===== src/rtl/keypad_scan_ctrl.sv =====
// keypad_scan_ctrl: 4x4 keypad column scanner with row sync/debounce, valid/ready key output and 2-digit history.
// Optional KEYPAD_GHOST_REJECT_EN: reject multi-row hits at sample time and during debounce.
module keypad_scan_ctrl #(
    parameter int SCAN_DIV     = 4,
    parameter int DEBOUNCE_CNT = 8
) (
    input  logic       clk,
    input  logic       rst,
    input  logic [3:0] row_i,
    output logic [3:0] col_o,
    output logic       key_valid,
    output logic [3:0] key_code,
    input  logic       key_ready,
    output logic [7:0] digits,
    output logic       key_held,
    output logic       key_ovf
);
    localparam int DW = $clog2(SCAN_DIV);
    localparam int CW = (DEBOUNCE_CNT > 2) ? $clog2(DEBOUNCE_CNT) : 1;
    // nibble {row, col}: r0 = 1 2 3 A, r1 = 4 5 6 B, r2 = 7 8 9 C, r3 = E 0 F D
    localparam logic [63:0] KEYMAP = 64'hDF0E_C987_B654_A321;
`ifdef KEYPAD_GHOST_REJECT_EN
    localparam logic GHOST = 1'b1;
`else
    localparam logic GHOST = 1'b0;
`endif

    typedef enum logic [1:0] {SCAN, DEBOUNCE, HELD, RELEASE_DB} state_t;

    state_t          state_q, state_d;
    logic [3:0]      row_m, row_s, col_q, col_d, col_next, code;
    logic [DW-1:0]   dwell_q, dwell_d;
    logic [CW-1:0]   cnt_q, cnt_d;
    logic [1:0]      r_q, r_d, c_idx, low_row;
    logic            hit, multi, sample_ok, abort_db, accept;

    assign col_next  = {col_q[2:0], col_q[3]};
    assign c_idx     = col_q[3] ? 2'd3 : col_q[2] ? 2'd2 : col_q[1] ? 2'd1 : 2'd0;
    assign low_row   = row_s[0] ? 2'd0 : row_s[1] ? 2'd1 : row_s[2] ? 2'd2 : 2'd3;
    assign multi     = |(row_s & (row_s - 4'd1));
    assign hit       = row_s[r_q];
    assign sample_ok = |row_s && !(GHOST && multi);
    assign abort_db  = !hit || (GHOST && multi);
    assign code      = KEYMAP[{r_q, c_idx, 2'b00} +: 4];
    assign col_o     = col_q;
    assign key_held  = (state_q == HELD) || (state_q == RELEASE_DB);

    always_comb begin
        state_d = state_q;
        dwell_d = dwell_q;
        cnt_d   = cnt_q;
        r_d     = r_q;
        col_d   = col_q;
        accept  = 1'b0;
        case (state_q)
            SCAN: begin
                dwell_d = (dwell_q == DW'(SCAN_DIV - 1)) ? '0 : dwell_q + 1'b1;
                if (dwell_q == DW'(SCAN_DIV - 1)) begin
                    if (sample_ok) begin
                        state_d = DEBOUNCE;
                        r_d     = low_row;
                        cnt_d   = '0;
                    end else begin
                        col_d = col_next;
                    end
                end
            end
            DEBOUNCE: begin
                if (abort_db) begin
                    state_d = SCAN;
                    col_d   = col_next;
                end else if (cnt_q == CW'(DEBOUNCE_CNT - 1)) begin
                    state_d = HELD;
                    accept  = 1'b1;
                end else begin
                    cnt_d = cnt_q + 1'b1;
                end
            end
            HELD: begin
                state_d = hit ? HELD : RELEASE_DB;
                cnt_d   = '0;
            end
            RELEASE_DB: begin
                if (hit) begin
                    state_d = HELD;
                end else if (cnt_q == CW'(DEBOUNCE_CNT - 1)) begin
                    state_d = SCAN;
                    col_d   = col_next;
                end else begin
                    cnt_d = cnt_q + 1'b1;
                end
            end
            default: state_d = SCAN;
        endcase
    end

    always_ff @(posedge clk) begin
        if (rst) begin
            row_m     <= '0;
            row_s     <= '0;
            state_q   <= SCAN;
            dwell_q   <= '0;
            cnt_q     <= '0;
            r_q       <= '0;
            col_q     <= 4'b0001;
            key_valid <= 1'b0;
            key_code  <= '0;
            digits    <= '0;
            key_ovf   <= 1'b0;
        end else begin
            row_m   <= row_i;
            row_s   <= row_m;
            state_q <= state_d;
            dwell_q <= dwell_d;
            cnt_q   <= cnt_d;
            r_q     <= r_d;
            col_q   <= col_d;
            if (accept) begin
                digits <= {digits[3:0], code};
                if (!key_valid || key_ready) begin
                    key_code  <= code;
                    key_valid <= 1'b1;
                end else begin
                    key_ovf <= 1'b1;
                end
            end else if (key_ready) begin
                key_valid <= 1'b0;
            end
        end
    end
endmodule


===== config.mk =====
export PLATFORM = sky130hd
export DESIGN_NAME = keypad_scan_ctrl
export DESIGN_NICKNAME = d
export VERILOG_FILES = /design/src/rtl/keypad_scan_ctrl.sv
export SDC_FILE = /design/constraint.sdc
export NUM_CORES = 1
export LEC_CHECK = 0
export BUFFER_PORTS_ARGS = -buffer_cell sky130_fd_sc_hd__clkbuf_2
export CORE_UTILIZATION = 45
export DETAILED_ROUTE_END_ITERATION = 8
export PLACE_DENSITY = 0.66
export RECOVER_POWER = 50
export SYNTH_ARGS = -nofsm -noshare
export SYNTH_HDL_FRONTEND = slang
export SYNTH_SLANG_ARGS = --single-unit

===== constraint.sdc =====
create_clock -name clk -period 5.2 [get_ports clk]
set_input_delay 0.26 -clock clk [delete_from_list [all_inputs] [get_ports clk]]
set_output_delay 0.26 -clock clk [all_outputs]
set_load 0.005 [all_outputs]

### After elaboration in Yosys (flattened, before gate mapping)

Index checks and enable logic that the tools add are counted.

| storage, ports and cells | value |
|---|---|
| register bits after elaboration | 35 |
| logic and storage cells | 80 |

| operators by class | value |
|---|---|
| shift operators | 1 |
| bitwise gates (word level) | 1 |
| mux-type cells | 35 |
| $lt $le $gt $ge | 1 |
| reductions and logical operators | 14 |
| equality and inequality tests | 15 |
| $add $sub $neg | 2 |

Operators by type and width:

| kind | count |
|---|---|
| 64-bit by 7-bit indexed part select with 4-bit output (first input constant) | 1 |
| 2-bit two-way mux | 11 |
| 4-bit two-way mux | 5 |
| 3-bit two-way mux | 5 |
| 2-bit inequality test (second input constant) | 6 |
| 3-bit case mux with 4 select lines | 1 |
| 4-bit case mux with 3 select lines | 1 |
| 1-bit two-way mux | 10 |
| 2-bit case mux with 4 select lines | 1 |
| 4-bit AND reduction | 2 |
| 2-bit equality test (second input constant) | 3 |
| 2-bit AND reduction | 3 |
| 6-bit AND reduction | 1 |
| 2-bit by 1-bit inequality test with 1-bit output (second input constant) | 2 |
| 4-bit OR reduction | 1 |
| 3-bit by 1-bit adder with 3-bit output (second input constant) | 1 |
| 3-bit equality test (second input constant) | 1 |
| 2-bit by 3-bit < comparator with 1-bit output (second input constant) | 1 |
| 3-bit by 2-bit inequality test with 1-bit output (second input constant) | 1 |
| 3-bit inequality test (second input constant) | 1 |
| 3-bit AND reduction | 1 |
| 3-bit nonzero test | 1 |
| 2-bit by 1-bit adder with 2-bit output (second input constant) | 1 |
| 1-bit binary-select mux with 2-bit select | 1 |
| 6 further kinds | 7 |

### Logic depth before layout (Yosys ltp)

| depth | value |
|---|---|
| word-level depth | 6 |
| mapped depth | 8 |
| mapped depth without buffers | 8 |

### Worst setup path before layout

Ideal clock, no wire load.

| timing path | value |
|---|---|
| kind | register -> register |
| from | reg r_q[0] |
| to | reg cnt_q[0] |
| cell stages (with the launch flop) | 7 |
| buffers on the path | 2 |
| data arrival time | 1.771 ns |
| setup slack | 3.370 ns |
| clock period less this slack | 1.830 ns |
| setup time | 0.060 ns |
| cell sequence | dfxtp_1 > buf_6 > mux4_2 > buf_6 > xnor2_1 > nor4b_1 > mux2_2 |

| between the ends | value |
|---|---|
| word-level cells in the longest chain between the ends | 4 |
| elaborated cells between the ends (all ways) | 5 |
| those cells by class | eq/ne: 2; mux: 2; reduce/logical: 1 |

Ends and longest elaborated chain:

| what | RTL line | text |
|---|---|---|
| from (decl) | 34 | `logic [1:0] r_q, r_d, c_idx, low_row;` |
| from (signal assigned) | 116 | `r_q <= r_d;` |
| 1-bit binary-select mux with 2-bit select (*) | 41 | `assign hit = row_s[r_q];` |
| 1-bit two-way mux (not written as such) (*) | 41 |  |
| 2-bit inequality test (no line) | n/a |  |
| 4-bit AND reduction (no line) (*) | n/a |  |
| to (signal assigned) | 115 | `cnt_q <= cnt_d;` |
| to (decl) | 33 | `logic [CW-1:0] cnt_q, cnt_d;` |

Every way passes the cells marked *; elsewhere a longest branch is shown, timed or not. The select of a mux whose other input is x is not followed.
A chain may end at the register's enable or synchronous reset.

### Final worst setup path

Same ends and word-level chain as after synthesis.

==> flow_metrics.tcl <==
set metrics [dict create \
    syn_to_final_growth_pct 9.99 \
    cts.sinks 35 \
    antenna_found_initial 0 \
    ys.flop_type "dfxtp_1" \
    die_y_um 60.5 \
    syn_avg_cell_area_um2 9.28 \
    initial_core_util 0.488 \
    grt-ovfl-total 0 \
    required_ns 5.48 \
    seq_area_frac_synth 0.455 \
    grt_max_degree 38 \
    drv_slew 0 \
    portBuffers 25 \
    drcViolationCount 0 \
    grt_usage 0.176 \
    dp_cells 223 \
    finClkSkew_ns 0.00870 \
    dieArea_mm2 0.00366 \
    viasPerCell 5.15 \
    tightest_slew_ns 1.42 \
    row_count 20 \
    vdd_drop_max_v 0.000124 \
    antenna_left 0 \
    finalInstanceArea_mm2 0.00169 \
    crit_cells 4 \
    post_drt_wl_per_cell_um 11.8 \
    first_pass_iters 4 \
    drt_iter0_drc 27 \
    postCtsSetupBuffers 0 \
    p_per_area_mw_per_mm2 270 \
    utilization 0.537 \
    stdcell_count 231 \
    worst_slack_ns 3.09 \
    slowest_stage "mux4_2" \
    rsz0062_at_grt "no" \
    drt_wl_total_mm 2.72 \
    crit_fanout 11 \
    diodes 0 \
    cts_buffers 5 \
    grt_pass1_wl_mm 4.73 \
    clkSlewWorstSetupHoldPaths_ns 0.10 \
    path_delay_family "multiplexers" \
    critical_path_buf_inv_count 0 \
    gp_congestion 0.748 \
    clk_path_buf_depth 2 \
    synth.cell_area_mm2 0.00154 \
    criticalPathCategory "flip-flop to flip-flop" \
    status "completed" \
    max_freq_mhz 475 \
    syn-num-nets 179 \
    cts_resized 0 \
    n_fill_cell 302 \
    rrSetupSlack_ns 3.09 \
    crit_arrival_ns 2.39 \
    path_cells "mux4_2 -> xnor2_1 -> nor4b_1 -> mux2_2" \
    fin_setup_tns_ns 0 \
    dpl_cell_area_mm2 0.00166 \
    async_flop_share 0 \
    p_leak_nw 0.667 \
    grt_pass1_vias 1109 \
    reg2reg_depth 4 \
    hp-class "primary input to flip-flop" \
    die_x_um 60.5 \
    startpoint_type "flip-flop" \
    setup_viol 0 \
    boundaryPins 26 \
    r2r_end "cnt_q[0]" \
    synth-edff-count 0 \
    period_needed_ns 2.11 \
    worst_skew_pair.late_latency_ns 0.34 \
    synth_cell_types 40 \
    dpl.hpwl_mm 1.93 \
    ys_ff_latch 35 \
    cts_root_buffer "clkbuf_4" \
    core_mm2 0.00315 \
    netlist_instances 166 \
    post-route-period-util 0.405 \
    cts_hold_buf 0 \
    r2r-start "r_q[0]" \
    cp-end-kind "flip-flop" \
    cts_max_level 2 \
    cts_tree "done" \
    pre_cts_ws_ns 3.14 \
    hold_viol 0 \
    cp-startpoint "r_q[0]" \
    critPathCapture "cnt_q[0]" \
    relSlewSlack 0.0505 \
    drv_cap 0 \
    slowest_delay_ns 0.66 \
    synth_warnings 0 \
    layout_commonest_cell "dfxtp_1" \
    vias 1190 \
    final_cell_mix "dfxtp_1, nand2_1, nor2_1" \
    nets 199 \
    drive_gt1_frac 0.155 \
]
==> power by group <==
part           internal, W  switching (W)
Clock            0.0000503      0.0000889
Sequential        0.000275     0.00000547
Combinational    0.0000180      0.0000194
==> registers in the layout, summed over array words and instances (netlist names), named ones only <==
| name | cells |
|---|---|
| col_o | 4 |
| digits | 8 |
| key_valid | 1 |
| cnt_q | 3 |
| key_code | 4 |
| row_m | 4 |
| dwell_q | 2 |
| r_q | 2 |
| state_q | 1 |
| row_s | 4 |
| key_ovf | 1 |
==> worst register-to-register path, delay by kind of cell, from the launching register on <==
family / cells / cell delay [ns]
xor+xnor: 1 / 0.17
flops: 1 / 0.52
mux: 2 / 0.93
simple gates: 1 / 0.45
==> cell families (layout without fill, tap and decap cells) <==
kind of cell,after synthesis,count (layout),share of synthesized area
and+or+nand+nor,59,59,0.193
AOI/OAI and AO/OA,39,39,0.178
DFF,35,35,0.455
buffers and inverters,17,38,0.0528
muxes,9,9,0.0674
adders and majority gates,6,6,0.0487
xor gates and xnor gates,1,1,0.00569
==> per-layer routing <==
layer  up-vias  share of wire  track usage
met5         -              0            0
met4         0          0.029       0.0844
met3        10          0.062       0.0682
met2        31           0.45        0.298
met1       534           0.46        0.195
li1        615              -            -
==> worst min path at each step <==
stage / slack, ns / start / endpoint / depth (start not counted)
3_3_place_gp: 0.42 / row_m[1] / row_s[1] / 1
2_1_floorplan: 0.39 / row_i[0] / row_m[0] / 1
5_1_grt: 0.13 / row_i[0] / row_m[0] / 2
4_1_cts: 0.11 / row_i[2] / row_m[2] / 2
3_5_place_dp: 0.43 / row_m[0] / row_s[0] / 1
6_report: 0.13 / row_i[2] / row_m[2] / 2
==> metrics by stage <==
stage / hold WS (ns) / power (W)
3_3_place_gp: 0.417 / 0.000322
3_5_place_dp: 0.427 / 0.000325
6_report: 0.131 / 0.000457
2_1_floorplan: 0.388 / 0.000317
4_1_cts: 0.115 / 0.000466
5_1_grt: 0.128 / 0.000486
==> cell type report <==
cell class                      count  area, um2  area share
Tap cell                           44       55.1      0.0325
Sequential cell                    35        701       0.414
Clock buffer                        5       37.5      0.0222
Inverter                            5       18.8      0.0111
Timing Repair Buffer               25        109      0.0643
Clock inverter                      3       15.0     0.00886
Multi-Input combinational cell    114        758       0.448
==> synth_stat cells, types with 2 or more instances <==
library cell   n  share of area
a211oi_1       7          0.034
a21boi_0       2         0.0097
a21o_1         2         0.0097
a21oi_1       10          0.032
a22o_2         2          0.013
buf_2          2         0.0065
buf_6          2          0.015
clkbuf_1       8          0.019
dfxtp_1       35           0.45
ha_1           6          0.049
inv_1          5          0.012
mux2i_1        7          0.045
nand2_1       18          0.044
nand2b_1       8          0.032
nor2_1        15          0.037
nor2b_1        9          0.037
o21ai_0        5          0.016
Power figures use the tool's default switching activity.
